$ cat src/rtl/drum_frame_sched_pkg.sv
// Shared types and constants for the drum mesh frame scheduler.
package drum_pkg;

   localparam int SAMPLE_W = 18;

   typedef logic [SAMPLE_W-1:0] sample_t;

   typedef enum logic [1:0] {
      IDLE      = 2'd0,
      WAIT_TICK = 2'd1,
      RUN       = 2'd2,
      EMIT      = 2'd3
   } state_t;

   // Multiplier phases within one column: rho product, eta product, node update
   localparam logic [1:0] PH_RHO = 2'd0;
   localparam logic [1:0] PH_ETA = 2'd1;
   localparam logic [1:0] PH_UPD = 2'd2;

endpackage

$ cat src/rtl/drum_frame_sched_if.sv
// Control, mesh-parameter, column-sweep and audio-stream signals of the frame scheduler.
interface drum_frame_sched_if
   import drum_pkg::*;
#(
   parameter int COL_W = 4
);
   logic             start;
   logic             stop;
   logic             strike;
   sample_t          strike_amp;
   sample_t          rho_in;
   sample_t          eta_in;
   sample_t          rho_q;
   sample_t          eta_q;
   logic [1:0]       node_phase;
   logic [COL_W-1:0] col_addr;
   logic             col_we;
   logic             strike_en;
   sample_t          strike_val;
   sample_t          sample_in;
   logic             audio_valid;
   sample_t          audio_data;
   logic             audio_ready;
   logic             busy;
   logic [7:0]       overrun_cnt;

   modport slave (
      input  start, stop, strike, strike_amp, rho_in, eta_in, sample_in, audio_ready,
      output rho_q, eta_q, node_phase, col_addr, col_we, strike_en, strike_val,
             audio_valid, audio_data, busy, overrun_cnt
   );

   modport master (
      output start, stop, strike, strike_amp, rho_in, eta_in, sample_in, audio_ready,
      input  rho_q, eta_q, node_phase, col_addr, col_we, strike_en, strike_val,
             audio_valid, audio_data, busy, overrun_cnt
   );

endinterface

$ cat src/rtl/drum_frame_sched_tick.sv
// Audio sample-rate tick: counts 0..SAMPLE_DIV-1 while enabled and pulses tick on wrap.
module sample_tick_gen #(
   parameter int SAMPLE_DIV = 1042
) (
   input  logic clk,
   input  logic reset,
   input  logic clr,
   input  logic en,
   output logic tick
);
   localparam int CW = $clog2(SAMPLE_DIV);

   logic [CW-1:0] cnt;
   logic          wrap;

   assign wrap = (cnt == CW'(SAMPLE_DIV - 1));
   assign tick = en && wrap;

   always_ff @(posedge clk or negedge reset) begin
      if (!reset) begin
         cnt <= '0;
      end else if (clr) begin
         cnt <= '0;
      end else if (en) begin
         cnt <= wrap ? '0 : cnt + CW'(1);
      end
   end

endmodule

$ cat src/rtl/drum_frame_sched.sv
// Sweeps the waveguide mesh once per audio sample tick and streams the probe sample.
// Define DRUM_SCHED_OVERRUN_CNT_EN to count dropped ticks in overrun_cnt.
module drum_frame_sched
   import drum_pkg::*;
#(
   parameter int NCOLS      = 16,
   parameter int COL_W      = 4,
   parameter int SAMPLE_DIV = 1042
) (
   input logic               clk,
   input logic               reset,
   drum_frame_sched_if.slave bus
);
   localparam logic [COL_W-1:0] LAST_COL = COL_W'(NCOLS - 1);

   state_t           state, next_state;
   logic [1:0]       phase;
   logic [COL_W-1:0] col_addr;
   sample_t          rho_q, eta_q, strike_val, audio_data;
   logic             strike_pending, frame_strike, stop_pending;
   logic             tick, tick_clr, busy, frame_start, last_upd, col_we;
   logic [7:0]       overrun_cnt;

   assign busy        = (state != IDLE);
   assign frame_start = (state == WAIT_TICK) && tick;
   assign col_we      = (state == RUN) && (phase == PH_UPD);
   assign last_upd    = col_we && (col_addr == LAST_COL);

   sample_tick_gen #(.SAMPLE_DIV(SAMPLE_DIV)) u_tick (
      .clk   (clk),
      .reset (reset),
      .clr   (tick_clr),
      .en    (busy),
      .tick  (tick)
   );

   always_ff @(posedge clk or negedge reset) begin
      if (!reset) state <= IDLE;
      else        state <= next_state;
   end

   // A stop seen in the accepting EMIT cycle ends the run just like an earlier one
   always_comb begin
      next_state = state;
      tick_clr   = 1'b0;
      case (state)
         IDLE: begin
            if (bus.start) begin
               next_state = WAIT_TICK;
               tick_clr   = 1'b1;
            end
         end
         WAIT_TICK: if (tick) next_state = RUN;
         RUN:       if (last_upd) next_state = EMIT;
         EMIT: begin
            if (bus.audio_ready) next_state = (stop_pending || bus.stop) ? IDLE : WAIT_TICK;
         end
         default:   next_state = IDLE;
      endcase
   end

   // The pending strike is consumed when a frame starts, so a strike landing mid-frame waits for the next one
   always_ff @(posedge clk or negedge reset) begin
      if (!reset) begin
         phase          <= PH_RHO;
         col_addr       <= '0;
         rho_q          <= '0;
         eta_q          <= '0;
         strike_val     <= '0;
         audio_data     <= '0;
         strike_pending <= 1'b0;
         frame_strike   <= 1'b0;
         stop_pending   <= 1'b0;
      end else begin
         if (frame_start) begin
            rho_q        <= bus.rho_in;
            eta_q        <= bus.eta_in;
            col_addr     <= '0;
            phase        <= PH_RHO;
            frame_strike <= strike_pending;
         end else if (state == RUN) begin
            phase <= (phase == PH_UPD) ? PH_RHO : phase + 2'd1;
            if (col_we && (col_addr != LAST_COL)) col_addr <= col_addr + COL_W'(1);
            if (last_upd) begin
               audio_data   <= bus.sample_in;
               frame_strike <= 1'b0;
            end
         end
         if (bus.strike) begin
            strike_pending <= 1'b1;
            strike_val     <= bus.strike_amp;
         end else if (frame_start) begin
            strike_pending <= 1'b0;
         end
         if (state == IDLE)  stop_pending <= 1'b0;
         else if (bus.stop)  stop_pending <= 1'b1;
      end
   end

`ifdef DRUM_SCHED_OVERRUN_CNT_EN
   always_ff @(posedge clk or negedge reset) begin
      if (!reset) begin
         overrun_cnt <= '0;
      end else if (tick && (state != WAIT_TICK) && (overrun_cnt != 8'hFF)) begin
         overrun_cnt <= overrun_cnt + 8'd1;
      end
   end
`else
   assign overrun_cnt = '0;
`endif

   assign bus.rho_q       = rho_q;
   assign bus.eta_q       = eta_q;
   assign bus.node_phase  = phase;
   assign bus.col_addr    = col_addr;
   assign bus.col_we      = col_we;
   assign bus.strike_en   = col_we && frame_strike;
   assign bus.strike_val  = strike_val;
   assign bus.audio_valid = (state == EMIT);
   assign bus.audio_data  = audio_data;
   assign bus.busy        = busy;
   assign bus.overrun_cnt = overrun_cnt;

endmodule

$ cat src/flat_wrapper.sv
// flat-port wrapper written by rule: the top's interface ports become plain ports
module drum_frame_sched_flat import drum_pkg::*;
#(
   parameter int NCOLS      = 16,
   parameter int COL_W      = 4,
   parameter int SAMPLE_DIV = 1042
)
  (clk, reset, bus_start, bus_stop, bus_strike, bus_strike_amp, bus_rho_in, bus_eta_in, bus_sample_in, bus_audio_ready, bus_rho_q, bus_eta_q, bus_node_phase, bus_col_addr, bus_col_we, bus_strike_en, bus_strike_val, bus_audio_valid, bus_audio_data, bus_busy, bus_overrun_cnt);
  drum_frame_sched_if #(.COL_W(COL_W)) bus_i ();
  input logic clk;
  input logic reset;
  input wire logic [$bits(bus_i.start)-1:0] bus_start;
  input wire logic [$bits(bus_i.stop)-1:0] bus_stop;
  input wire logic [$bits(bus_i.strike)-1:0] bus_strike;
  input wire logic [$bits(bus_i.strike_amp)-1:0] bus_strike_amp;
  input wire logic [$bits(bus_i.rho_in)-1:0] bus_rho_in;
  input wire logic [$bits(bus_i.eta_in)-1:0] bus_eta_in;
  input wire logic [$bits(bus_i.sample_in)-1:0] bus_sample_in;
  input wire logic [$bits(bus_i.audio_ready)-1:0] bus_audio_ready;
  output wire logic [$bits(bus_i.rho_q)-1:0] bus_rho_q;
  output wire logic [$bits(bus_i.eta_q)-1:0] bus_eta_q;
  output wire logic [$bits(bus_i.node_phase)-1:0] bus_node_phase;
  output wire logic [$bits(bus_i.col_addr)-1:0] bus_col_addr;
  output wire logic [$bits(bus_i.col_we)-1:0] bus_col_we;
  output wire logic [$bits(bus_i.strike_en)-1:0] bus_strike_en;
  output wire logic [$bits(bus_i.strike_val)-1:0] bus_strike_val;
  output wire logic [$bits(bus_i.audio_valid)-1:0] bus_audio_valid;
  output wire logic [$bits(bus_i.audio_data)-1:0] bus_audio_data;
  output wire logic [$bits(bus_i.busy)-1:0] bus_busy;
  output wire logic [$bits(bus_i.overrun_cnt)-1:0] bus_overrun_cnt;
  assign bus_i.start = bus_start;
  assign bus_i.stop = bus_stop;
  assign bus_i.strike = bus_strike;
  assign bus_i.strike_amp = bus_strike_amp;
  assign bus_i.rho_in = bus_rho_in;
  assign bus_i.eta_in = bus_eta_in;
  assign bus_i.sample_in = bus_sample_in;
  assign bus_i.audio_ready = bus_audio_ready;
  assign bus_rho_q = bus_i.rho_q;
  assign bus_eta_q = bus_i.eta_q;
  assign bus_node_phase = bus_i.node_phase;
  assign bus_col_addr = bus_i.col_addr;
  assign bus_col_we = bus_i.col_we;
  assign bus_strike_en = bus_i.strike_en;
  assign bus_strike_val = bus_i.strike_val;
  assign bus_audio_valid = bus_i.audio_valid;
  assign bus_audio_data = bus_i.audio_data;
  assign bus_busy = bus_i.busy;
  assign bus_overrun_cnt = bus_i.overrun_cnt;
  drum_frame_sched #(.NCOLS(NCOLS), .COL_W(COL_W), .SAMPLE_DIV(SAMPLE_DIV)) u_core (.clk(clk), .reset(reset), .bus(bus_i));
endmodule
$ cat config.mk
export PLATFORM = sky130hd
export DESIGN_NAME = drum_frame_sched_flat
export DESIGN_NICKNAME = d
export VERILOG_FILES = /design/src/rtl/drum_frame_sched_pkg.sv /design/src/rtl/drum_frame_sched_if.sv /design/src/rtl/drum_frame_sched_tick.sv /design/src/rtl/drum_frame_sched.sv /design/src/flat_wrapper.sv
export SDC_FILE = /design/constraint.sdc
export NUM_CORES = 1
export LEC_CHECK = 0
export CAP_MARGIN = 20
export CORE_UTILIZATION = 43
export CTS_BUF_LIST = sky130_fd_sc_hd__clkbuf_8 sky130_fd_sc_hd__clkbuf_16
export DETAILED_ROUTE_END_ITERATION = 8
export PLACE_DENSITY = 0.85
export SYNTH_ARGS = -nofsm -noshare
export SYNTH_HDL_FRONTEND = slang
export SYNTH_SLANG_ARGS = --single-unit
$ cat constraint.sdc
create_clock -name clk -period 2.7 [get_ports clk]
set_input_delay 0.405 -clock clk [delete_from_list [all_inputs] [get_ports clk]]
set_output_delay 0.405 -clock clk [all_outputs]
set_load 0.02 [all_outputs]
==> results of run 1 <==
[sequential cells by signal (all words and copies together), names as in the netlist]
name and count:
u_core.bus.strike_val 18, u_core.state 2, u_core.strike_pending 1, u_core.u_tick.cnt 11
u_core.bus.node_phase 2, u_core.frame_strike 1, u_core.bus.eta_q 18, u_core.stop_pending 1
u_core.bus.audio_data 18, u_core.bus.col_addr 4, u_core.bus.rho_q 18
[worst paths after layout]
check / start / endpoint / slack [ps] / cells after the start
min reg2reg: u_core.bus.eta_q[15]$_DFFE_PN0P_ / u_core.bus.eta_q[15]$_DFFE_PN0P_ / 480 / 2
min in group clk: u_core.bus.eta_q[15]$_DFFE_PN0P_ / u_core.bus.eta_q[15]$_DFFE_PN0P_ / 480 / 2
min: reset / u_core.bus.eta_q[0]$_DFFE_PN0P_ / 6 / 1
max in group asynchronous: reset / u_core.u_tick.cnt[7]$_DFFE_PN0P_ / 2010 / 2
max reg2reg: u_core.u_tick.cnt[1]$_DFFE_PN0P_ / u_core.u_tick.cnt[3]$_DFFE_PN0P_ / 440 / 6
max: u_core.state[0]$_DFFE_PN0P_ / bus_col_we / 190 / 5
[power groups by stage]
stage	logic, µW	clock network, µW	registers (µW)
finish	340	1030	1470
floorplan	63.5	0	1550
CTS	345	1050	1470
global placement	340	0	1490
global route	361	1110	1470
detailed placement	343	0	1500
[worst max-delay path: cells and delay by family, from the launching register on]
family	cells	cell delay [ps]
buffers and inverters	3	970
DFF	1	420
adders and majority gates	1	250
and+or+nand+nor	1	130
[what timing repair did]
| action | in CTS | in global routing |
|---|---|---|
| endpoints found under the setup margin | 0 | 1 |
| resized for setup | 0 | 1 |
| hold buffers | 0 | 0 |
| hold endpoints to repair | 0 | 0 |
[cell usage after synthesis (4+ instances only)]
library cell / n / area share
buf_4: 8 / 0.015
a21oi_1: 6 / 0.0073
buf_2: 5 / 0.0061
nand2b_1: 4 / 0.0061
nand3_1: 7 / 0.0086
nor3_1: 6 / 0.0073
o21ai_0: 9 / 0.011
nand2_1: 118 / 0.11
ha_1: 9 / 0.028
clkbuf_1: 5 / 0.0046
inv_1: 7 / 0.0064
nor2_1: 9 / 0.0083
mux2_2: 36 / 0.099
a21o_1: 6 / 0.011
dfrtp_1: 94 / 0.58
[stage by stage]
stage	utilization	setup slack (ps)	hold WS (ps)	area (µm²)	std cells
floorplan	-	640	109	4110	379
global placement	0.622	519	400	5750	648
detailed placement	0.622	446	401	5750	648
CTS	0.646	46.8	16.2	5970	663
global route	0.646	77.8	28.2	5970	663
finish	0.646	186	6.25	5970	663
[kinds of logic after synthesis]
group           count (synthesis)  share of synthesized area
simple gates                  168                      0.188
flops                          94                      0.576
mux                            37                      0.102
compound gates                 31                     0.0536
buf+inv                        29                     0.0456
fa+ha+maj                       9                     0.0276
xor+xnor                        3                    0.00643
other cells                     1                   0.000918
[layout make-up]
cell class | count | share of cell area
Clock buffer | 9 | 0.0207
Clock inverter | 6 | 0.0159
Inverter | 7 | 0.00440
Multi-Input combinational cell | 256 | 0.264
Sequential cell | 94 | 0.394
Tap cell | 129 | 0.0270
Timing Repair Buffer | 162 | 0.274
[layer usage]
layer | up-vias | GRT usage | share of wire
met4 | 0 | 0.0622 | 0.015
met1 | 1531 | 0.235 | 0.41
met3 | 13 | 0.0408 | 0.058
met5 | - | 0 | 0
met2 | 115 | 0.343 | 0.51
li1 | 1537 | - | -
==> impl_metrics.tcl, run 1 <==
set metrics [dict create \
    core_um2 9240 \
    layout_commonest_cell "clkdlybuf4s50_1" \
    outcome "complete, no violations" \
    start_util 0.442 \
    seq_area_um2 2350 \
    dp_hpwl_um 6950 \
    power_density_nw_per_um2 475 \
    clkLatencyLatePin_ps 340 \
    finalCriticalPeriod_ps 2510 \
    hold_path_class "in2async" \
    most-common-layout-cells "clkdlybuf4s50_1 (157), nand2_1 (118), dfrtp_1 (94)" \
    clock_skew_ps 8.18 \
    cts_root_buf "clkbuf_8" \
    power_uw 2830 \
    synth_cells 372 \
    async_flop_share 1.00 \
    routedWlPerCell_um 14.1 \
    area_growth_pct 46.1 \
    crit_path_max_fanout 7 \
    max_freq_mhz 398 \
    p_sw_uw 658 \
    endpoint_kind "output port" \
    io_pins 168 \
    rsz0062_at_grt "no" \
    grt_usage 0.193 \
    drt_iter0_markers 85 \
    path_common_cell "inv_1" \
    max-slew-margin-rel 0.408 \
    clock_sinks 94 \
    synth_cell_types 44 \
    fillers 708 \
    drcViolationCount 0 \
    fp.dieW_um 99.5 \
    wirelength_um 9340 \
    crit_chain "inv_1, ha_1, nand3b_1, inv_1, clkdlybuf4s50_1" \
    ant_nets 0 \
    p_sw_frac 0.232 \
    antenna_found_initial 0 \
    start_kind "flip-flop" \
    port_buffers 159 \
    ir_worst_vdd_uv 423 \
    drt_first_pass_iters 5 \
    grt_pass1_vias 3223 \
    antenna-diode-count 0 \
    synth-seq-cells 94 \
    path_clk_slew_ps 100 \
    p_leak_uw 0.00261 \
    grt_pass1_wl_um 15300 \
    cts-htree-levels 3 \
    grt_max_degree 58 \
    multiInputGateArea_um2 1570 \
    ys_warn_count 0 \
    tightest_slew_ps 886 \
    p_int_uw 2180 \
    min_period_over_period 0.931 \
    power_frac_seq 0.518 \
    die_h_um 99.5 \
    gp_congestion 0.830 \
    tns_ps 0 \
    hold_viol_final 0 \
    yosysSeqAreaShare 0.576 \
    setup-violations-final 0 \
    pwr-share-comb 0.120 \
    netlist_area_um2 4090 \
    final_nets 617 \
    drive_gt1_frac 0.122 \
    crit_required_ps 2300 \
    critPathArrivalTime_ps 2110 \
    clkPwrFrac 0.362 \
    synth_top_flop_cell "dfrtp_1" \
    synth.avg_cell_area_um2 11.0 \
    cts_made_buffers 9 \
    cts_tree "done" \
    synth_edf_count 0 \
    dr_total_vias 3196 \
    vias_per_cell 4.82 \
    num_rows 35 \
    maxCapViolCount 0 \
    drv_slew 0 \
    crit_slowest_cell "clkdlybuf4s50_1" \
    overflow 0 \
    cts_buffer_depth 2 \
    dieArea_um2 9900 \
    cpPeakStageDelay_ps 640 \
    cts_setup_buffers 0 \
    crit_type "reg2out" \
]
Power figures use the tool's default switching activity.
==> inputs of run 2 (changes only) <==
--- a/config.mk
+++ b/config.mk
@@ -6,10 +6,11 @@
 export NUM_CORES = 1
 export LEC_CHECK = 0
 export CAP_MARGIN = 20
-export CORE_UTILIZATION = 43
+export CORE_UTILIZATION = 46
 export CTS_BUF_LIST = sky130_fd_sc_hd__clkbuf_8 sky130_fd_sc_hd__clkbuf_16
 export DETAILED_ROUTE_END_ITERATION = 8
-export PLACE_DENSITY = 0.85
+export PLACE_DENSITY = 0.91
 export SYNTH_ARGS = -nofsm -noshare
 export SYNTH_HDL_FRONTEND = slang
+export SYNTH_HIERARCHICAL = 1
 export SYNTH_SLANG_ARGS = --single-unit
==> constraint.sdc (replaced) <==
create_clock -name clk -period 3 [get_ports clk]
set_input_delay 0.45 -clock clk [delete_from_list [all_inputs] [get_ports clk]]
set_output_delay 0.45 -clock clk [all_outputs]
set_load 0.02 [all_outputs]
==> run 2 against run 1 <==
Synthesized cell count is 2.2% lower; clock power down 18%; non-clock buffer count is 1 higher; highest routed layer unchanged; first-iteration DRC count decreased by 21%; wire length up 0.47%; worst setup slack improved by 64 ps; design area is 2.2% lower; global-route usage is 2.6 points higher; register-to-register slack better by 250 ps; flip-flop and latch count unchanged.
==> impl_metrics.tcl, run 2 <==
set metrics [dict create \
    outcome "complete, no violations" \
    yosysSeqAreaShare 0.588 \
    grt_pass1_wl_um 15100 \
    cts_root_buf "clkbuf_8" \
    cts_hold_buf 0 \
    min_period_over_period 0.917 \
    antenna_found_initial 0 \
    setup-violations-final 0 \
    synth_top_flop_cell "dfrtp_1" \
    core_um2 8300 \
    crit_path_max_fanout 7 \
    wirelength_um 9390 \
    yosysMostFrequentCell "nand2_1" \
    cts_setup_buffers 0 \
    hold_path_class "in2async" \
    use_met3 0.0598 \
    drt_iter0_markers 67 \
    r2r-end "u_core/bus.audio_data[13]$_DFFE_PN0P_" \
    tns_ps 0 \
    synth_edf_count 0 \
    die_h_um 95.2 \
    io_pins 168 \
    clkLatencyLatePin_ps 360 \
    cts-htree-levels 3 \
    synth.avg_cell_area_um2 11.0 \
    drt_first_pass_iters 4 \
    p_leak_uw 0.00261 \
    synth_common_cells "nand2_1 (122), dfrtp_1 (94), mux2_2 (37)" \
    hold_viol_final 0 \
    maxCapViolCount 0 \
    area_growth_pct 46.0 \
    yosys.area.top_type "dfrtp_1" \
    drcViolationCount 0 \
    finalCriticalPeriod_ps 2750 \
    ant_nets 0 \
    grt_max_degree 51 \
    port_buffers 159 \
    clock_skew_ps 12.5 \
    crit_type "reg2out" \
    vias_per_cell 5.02 \
    ys_warn_count 6 \
    antenna-diode-count 0 \
    critPathArrivalTime_ps 2300 \
    async_flop_share 1.00 \
    endpoint_kind "output port" \
    routedWlPerCell_um 14.8 \
    cts_resized 0 \
    most-common-layout-cells "clkdlybuf4s50_1 (158), nand2_1 (122), dfrtp_1 (94)" \
    final_util 0.703 \
    reg2reg_depth 6 \
    netlist_area_um2 4000 \
    grt_pass1_vias 3256 \
    start_util 0.482 \
    path_clk_slew_ps 80 \
    synth_cell_types 43 \
    num_rows 33 \
    reg2reg_slack_ps 690 \
    gp_congestion 0.890 \
    synth_cells 364 \
    max_freq_mhz 364 \
    dieArea_um2 9070 \
    tightest_slew_ps 851 \
    clock_sinks 94 \
    cts_buffer_depth 2 \
    drive_gt1_frac 0.127 \
    synthTopCellsByArea "dfrtp_1 (59%), nand2_1 (11%), mux2_2 (10%), ha_1 (2.5%), buf_4 (1.5%)" \
    cts_tree "done" \
    dr_total_vias 3179 \
    power_density_nw_per_um2 542 \
    top_usage_layer "met2" \
    max-slew-margin-rel 0.431 \
    rsz0062_at_grt "no" \
    overflow 0 \
    ir_worst_vdd_uv 307 \
    dp_hpwl_um 7010 \
    met2_usage 0.383 \
    grt_usage 0.219 \
    synth_top_area_share 0.588 \
    r2r_start "u_core/state[0]$_DFFE_PN0P_" \
    fp.dieW_um 95.2 \
    grtUsageMet1 0.253 \
    cts_made_buffers 9 \
    synth-seq-cells 94 \
    drv_slew 0 \
    start_kind "flip-flop" \
    layout_commonest_cell "clkdlybuf4s50_1" \
    final_nets 609 \
    crit_required_ps 2550 \
]
-- run 2: changes by cell type after synthesis, moves of 5 or more --
cell      before  now
a21o_1         6    1
a21oi_1        6    1
clkbuf_1       5   10
nor2_2         0    5
nor3_1         6    1
o21ai_0        9    1
-- run 2: worst max-delay path by stage --
stage                                                  endpoint  cells after the start  slack [ps]                   startpoint
final                                             bus_strike_en                      5         250  u_core/state[0]$_DFFE_PN0P_
after global routing                              bus_strike_en                      5          60  u_core/state[0]$_DFFE_PN0P_
after CTS                                         bus_strike_en                      5         230  u_core/state[0]$_DFFE_PN0P_
after detailed placement                          bus_strike_en                      5         620  u_core/state[0]$_DFFE_PN0P_
after global placement                            bus_strike_en                      5         690  u_core/state[0]$_DFFE_PN0P_
after floorplan           u_core/bus.audio_data[10]$_DFFE_PN0P_                      9         770  u_core/state[0]$_DFFE_PN0P_
-- run 2: cell type report --
type | count | area [µm²]
Clock buffer | 10 | 138
Clock inverter | 6 | 62.6
Tap cell | 105 | 131
Timing Repair Buffer | 163 | 1620
Fill cell | 602 | 2460
Sequential cell | 94 | 2350
Multi-Input combinational cell | 247 | 1510
Inverter | 8 | 30.0
-- run 2: worst max-delay path, cell delays in order (launching register included) --
cell and delay [ps]:
dfrtp_1 430, inv_1 140, ha_1 250, and3b_1 350, and2_2 190, clkdlybuf4s50_1 590
-- run 2: routing by layer --
metal | up-vias | wire length [µm]
li1 | 1493 | -
met4 | 0 | 139
met3 | 13 | 642
met1 | 1571 | 3600
met5 | - | 0
met2 | 102 | 5010
-- run 2: logic make-up after synthesis --
kind of cell | synth area share
xor gates and xnor gates | 0.0197
buffers and inverters | 0.0416
other | 0.000938
AOI/OAI and AO/OA | 0.0279
DFF | 0.588
muxes | 0.116
and+or+nand+nor | 0.181
adders and majority gates | 0.0250
-- run 2: where the power goes --
| group | leakage [µW] | switching, µW | internal [µW] | total, µW |
|---|---|---|---|---|
| clock network | 0.000105 | 438 | 407 | 845 |
| registers | 0.00106 | 112 | 1380 | 1490 |
| logic | 0.00144 | 415 | 418 | 833 |
| total | 0.00261 | 965 | 2200 | 3160 |
-- run 2: stage by stage --
| step | worst slack (ps) | cell area, µm² | power, µW | cells | hold slack (ps) |
|---|---|---|---|---|---|
| finish | 249 | 5840 | 3160 | 633 | 110 |
| floorplan | 772 | 4020 | 1990 | 371 | 154 |
| global placement | 688 | 5640 | 2300 | 617 | 457 |
| global route | 63.6 | 5840 | 3350 | 633 | 148 |
| CTS | 228 | 5840 | 3190 | 633 | 120 |
| detailed placement | 623 | 5640 | 2350 | 617 | 461 |
